**config.mk**
```make
export PLATFORM = sky130hd
export DESIGN_NAME = fifo_push_arbiter
export DESIGN_NICKNAME = d
export VERILOG_FILES = /design/src/rtl/fifo_push_arbiter.sv
export SDC_FILE = /design/constraint.sdc
export NUM_CORES = 1
export LEC_CHECK = 0
export ABC_AREA = 1
export CAP_MARGIN = 20
export CORE_MARGIN = 2
export CORE_UTILIZATION = 42
export CTS_BUF_LIST = sky130_fd_sc_hd__clkbuf_2 sky130_fd_sc_hd__clkbuf_4 sky130_fd_sc_hd__clkbuf_8
export DETAILED_ROUTE_END_ITERATION = 8
export PLACE_DENSITY_LB_ADDON = 0.12
export SYNTH_ARGS = -nofsm -noshare
export SYNTH_HDL_FRONTEND = slang
export SYNTH_SLANG_ARGS = --single-unit
```
**constraint.sdc**
```tcl
create_clock -name clock -period 1.9 [get_ports clock]
set_input_delay 0.38 -clock clock [delete_from_list [all_inputs] [get_ports clock]]
set_output_delay 0.38 -clock clock [all_outputs]
set_load 0.05 [all_outputs]
```
**src/rtl/fifo_push_arbiter.sv**
```systemverilog
// Round-robin arbiter that funnels four requesters into one shared FIFO push port,
// holding each grant for up to max_burst transfers before rotating.
module fifo_push_arbiter #(
    parameter int width     = 8,
    parameter int max_burst = 4
) (
    input  logic                 clock,
    input  logic                 resetn,
    input  logic [3:0]           req_valid,
    input  logic [4*width-1:0]   req_data,
    output logic [3:0]           req_ready,
    input  logic                 fifo_full,
    output logic                 fifo_push,
    output logic [width-1:0]     fifo_data,
    output logic                 grant_valid,
    output logic [1:0]           grant_id
);

    typedef enum logic {
        IDLE  = 1'b0,
        GRANT = 1'b1
    } state_t;

    localparam logic [3:0] last_beat = 4'(max_burst - 1);

    state_t     state, state_next;
    logic [1:0] ptr, ptr_next;
    logic [1:0] grant_next;
    logic [3:0] burst_cnt, burst_next;
    logic [1:0] pick_id;
    logic [1:0] cand;
    logic       pick_found;
    logic       transfer;

    // Search upward from ptr with wrap-around for the first pending requester.
    always_comb begin
        pick_found = 1'b0;
        pick_id    = ptr;
        cand       = ptr;
        for (int i = 0; i < 4; i++) begin
            cand = ptr + 2'(i);
            if (!pick_found && req_valid[cand]) begin
                pick_found = 1'b1;
                pick_id    = cand;
            end
        end
    end

    assign transfer    = (state == GRANT) && req_valid[grant_id] && !fifo_full;
    assign fifo_push   = transfer;
    assign grant_valid = (state == GRANT);

    always_comb begin
        req_ready = '0;
        fifo_data = '0;
        if (state == GRANT) begin
            req_ready[grant_id] = !fifo_full;
            fifo_data           = req_data[int'(grant_id)*width +: width];
        end
    end

    // A grant ends when the holder withdraws or its burst allowance is used up.
    always_comb begin
        state_next = state;
        ptr_next   = ptr;
        grant_next = grant_id;
        burst_next = burst_cnt;
        case (state)
            IDLE: begin
                if (pick_found) begin
                    grant_next = pick_id;
                    burst_next = '0;
                    state_next = GRANT;
                end
            end
            GRANT: begin
                if (!req_valid[grant_id]) begin
                    state_next = IDLE;
                    ptr_next   = grant_id + 2'd1;
                end else if (transfer) begin
                    burst_next = burst_cnt + 4'd1;
                    if (burst_cnt == last_beat) begin
                        state_next = IDLE;
                        ptr_next   = grant_id + 2'd1;
                    end
                end
            end
            default: state_next = IDLE;
        endcase
    end

    always_ff @(posedge clock or negedge resetn) begin
        if (!resetn) begin
            state     <= IDLE;
            ptr       <= '0;
            grant_id  <= '0;
            burst_cnt <= '0;
        end else begin
            state     <= state_next;
            ptr       <= ptr_next;
            grant_id  <= grant_next;
            burst_cnt <= burst_next;
        end
    end

endmodule

```
==> results.sh <==
export IMPL_ys_async_sr_fraction_pct=100
export IMPL_dp_hpwl_um=2610
export IMPL_drc=0
export IMPL_critPathCaptureType="primary output"
export IMPL_hp_class="in2async"
export IMPL_cts_tree="yes"
export IMPL_relSlewSlack_pct=73.8
export IMPL_syn2layout_area_growth_pct=82.4
export IMPL_grt_total_usage_pct=21.7
export IMPL_dp_slack_ns=-0.0181
export IMPL_grt_busiest_layer="met2"
export IMPL_antenna_found_initial=0
export IMPL_utilization_pct=82.1
export IMPL_cp_cell_sequence="inv_2 -> buf_6 -> o21ai_0 -> a21oi_4 -> buf_12"
export IMPL_first_global_vias=1301
export IMPL_synthFlopType="dfrtp_1"
export IMPL_setup_violations=0
export IMPL_crit_path_max_fanout=11
export IMPL_numCtsBuffers=3
export IMPL_synth_area_leaders="dfrtp_1, nand2_1, nor2_1"
export IMPL_maxClockFrequency_mhz=538
export IMPL_synth_nets=238
export IMPL_yosysSeqAreaShare_pct=19.8
export IMPL_coreArea_um2=2520
export IMPL_nFillCells=179
export IMPL_ys_types=24
export IMPL_start_kind="flop"
export IMPL_grt_pass1_wl_um=5690
export IMPL_grt_util_met3_pct=2.33
export IMPL_viasPerCell=5.00
export IMPL_synthTopCellsByCount="nand2_1, nor2_1, o21ai_0"
export IMPL_use_met1_pct=29.8
export IMPL_leakage_nw=0.976
export IMPL_root_buffer="clkbuf_4"
export IMPL_dieArea_um2=3140
export IMPL_drtPass1Iterations=4
export IMPL_regArea_um2=228
export IMPL_tightest_slew_ns=0.392
export IMPL_nets=302
export IMPL_grt_overflow_total=0
export IMPL_vias=1435
export IMPL_dieWidth_um=56.0
export IMPL_drive_gt1_share_pct=26.8
export IMPL_cts_buffer_depth=2
export IMPL_dr_first_iter_drc_count=110
export IMPL_yosys_register_bits=9
export IMPL_power_density_nw_per_um2=1910
export IMPL_met2_usage_pct=36.6
export IMPL_power_w=0.00396
export IMPL_placed_area_um2=2020
export IMPL_clk_latency_ns=0.26
export IMPL_grt_max_degree=23
export IMPL_routed_wl_um=3290
export IMPL_slew_violations=0
export IMPL_final_cells=287
export IMPL_cts_hold_buf=0
export IMPL_synth_top_area_share_pct=19.8
export IMPL_crit_slowest_cell="dfrtp_2"
export IMPL_crit_arrival_ns=1.48
export IMPL_io_buffers=54
export IMPL_critical_path_class="reg2out"
export IMPL_crit_buf_inv=3
export IMPL_syn_inst=194
export IMPL_h_tree_depth=1
export IMPL_ir_drop_uv=1370
export IMPL_post_route_period_util_pct=97.9
export IMPL_routedWlPerCell_um=11.5
export IMPL_synth_edf_count=0
export IMPL_initial_core_util_pct=45.0
export IMPL_diodes=0
export IMPL_post_synth_top_count_cell="nand2_1"
export IMPL_critPathMaxStageDelay_ns=0.43
export IMPL_hold_viol=0
export IMPL_multi_input_area_um2=900
export IMPL_clk_pin_slew_worst_paths_ns=0.06
export IMPL_gp_congestion=0.851
export IMPL_drv_cap=0
export IMPL_finalInstanceArea_um2=2070
export IMPL_yosysTopAreaCell="dfrtp_1"
export IMPL_fin_crit_ns=1.86
export IMPL_status="finished clean"
export IMPL_fin_skew_ns=0.00197
export IMPL_ioPinCount=55
export IMPL_dp_cells=283
export IMPL_synth_avg_cell_area_um2=5.86
export IMPL_rows=18
export IMPL_die_h_um=56.0
export IMPL_ant_nets=0
export IMPL_cp_required_ns=1.52
export IMPL_path_delay_family="buffers and inverters"
export IMPL_cts_sinks=9
export IMPL_yosys_warnings=0
export IMPL_syn_area_um2=1140
export IMPL_fin_ws_ns=0.0403
==> routing by layer <==
metal | part of all wire [%] | wire, µm | up-vias
met5 | 0 | 0 | -
met4 | 0.30 | 10 | 0
met3 | 5.4 | 176 | 2
met2 | 47 | 1560 | 47
met1 | 47 | 1540 | 642
li1 | - | - | 744
==> sequential cells by signal, indices dropped and copies added (netlist names) <==
register,flops
grant_valid,1
burst_cnt,4
grant_id,2
ptr,2
==> cell type report <==
cell class	count	share of cell area [%]
repair buffers	67	39.1
well taps	30	1.81
flip-flops and latches	9	11.0
multi-input cells	159	43.4
inverters	18	3.26
clock buffers	4	1.45
==> path summary, 6_finish.rpt <==
path | to | slack [ns] | start | depth (start not counted)
hold / removal | burst_cnt[1] | 0.40 | resetn | 1
setup reg to reg | grant_id[1] | 0.32 | ptr[0] | 12
hold reg to reg | burst_cnt[1] | 0.53 | burst_cnt[1] | 2
max in group asynchronous | grant_id[0] | 1.19 | resetn | 1
min in group clock | burst_cnt[1] | 0.53 | burst_cnt[1] | 2
setup / recovery | fifo_data[1] | 0.04 | grant_id[0] | 5
==> power by group <==
group | internal [W] | switching (W) | leakage (nW) | total [W]
registers | 0.000272 | 0.0000991 | 0.111 | 0.000371
clock network | 0.0000954 | 0.0000690 | 0.0184 | 0.000164
logic | 0.00144 | 0.00198 | 0.847 | 0.00342
==> stage by stage <==
| step | setup TNS (ns) | hold WS (ns) |
|---|---|---|
| 6_report | 0 | 0.403 |
| 5_1_grt | -0.0251 | 0.443 |
| 4_1_cts | 0 | 0.417 |
| 3_5_place_dp | -0.0323 | 0.514 |
| 3_3_place_gp | 0 | 0.501 |
| 2_1_floorplan | -0.174 | 0.0844 |
==> cells in the final DEF, fill, tap and decap left out, drive strengths merged <==
cell / n
xnor2: 1
clkbuf: 4
dfrtp: 9
o211ai: 1
nand3: 14
inv: 18
nand4: 2
nor2: 44
ha: 5
or2: 1
o21ai: 21
buf: 29
xor2: 1
clkdlybuf4s50: 35
a21oi: 9
nand2: 60
dlymetal6s2s: 3
==> logic make-up after synthesis <==
logic type,share of synthesized area [%]
AO/OA/AOI/OAI,14.6
XOR/XNOR,1.54
adder cells (fa/ha/maj),5.51
buffers and inverters,10.9
flip-flops,19.8
AND/OR/NAND/NOR,47.6
==> timing repair <==
action                     4_1_cts  5_1_grt
hold endpoints to repair         0        0
setup buffers                    0        0
gates resized for setup          4       14
setup endpoints to repair        9        9
pin swaps                        0        0
gates cloned                     0        0
Power figures use the tool's default switching activity.
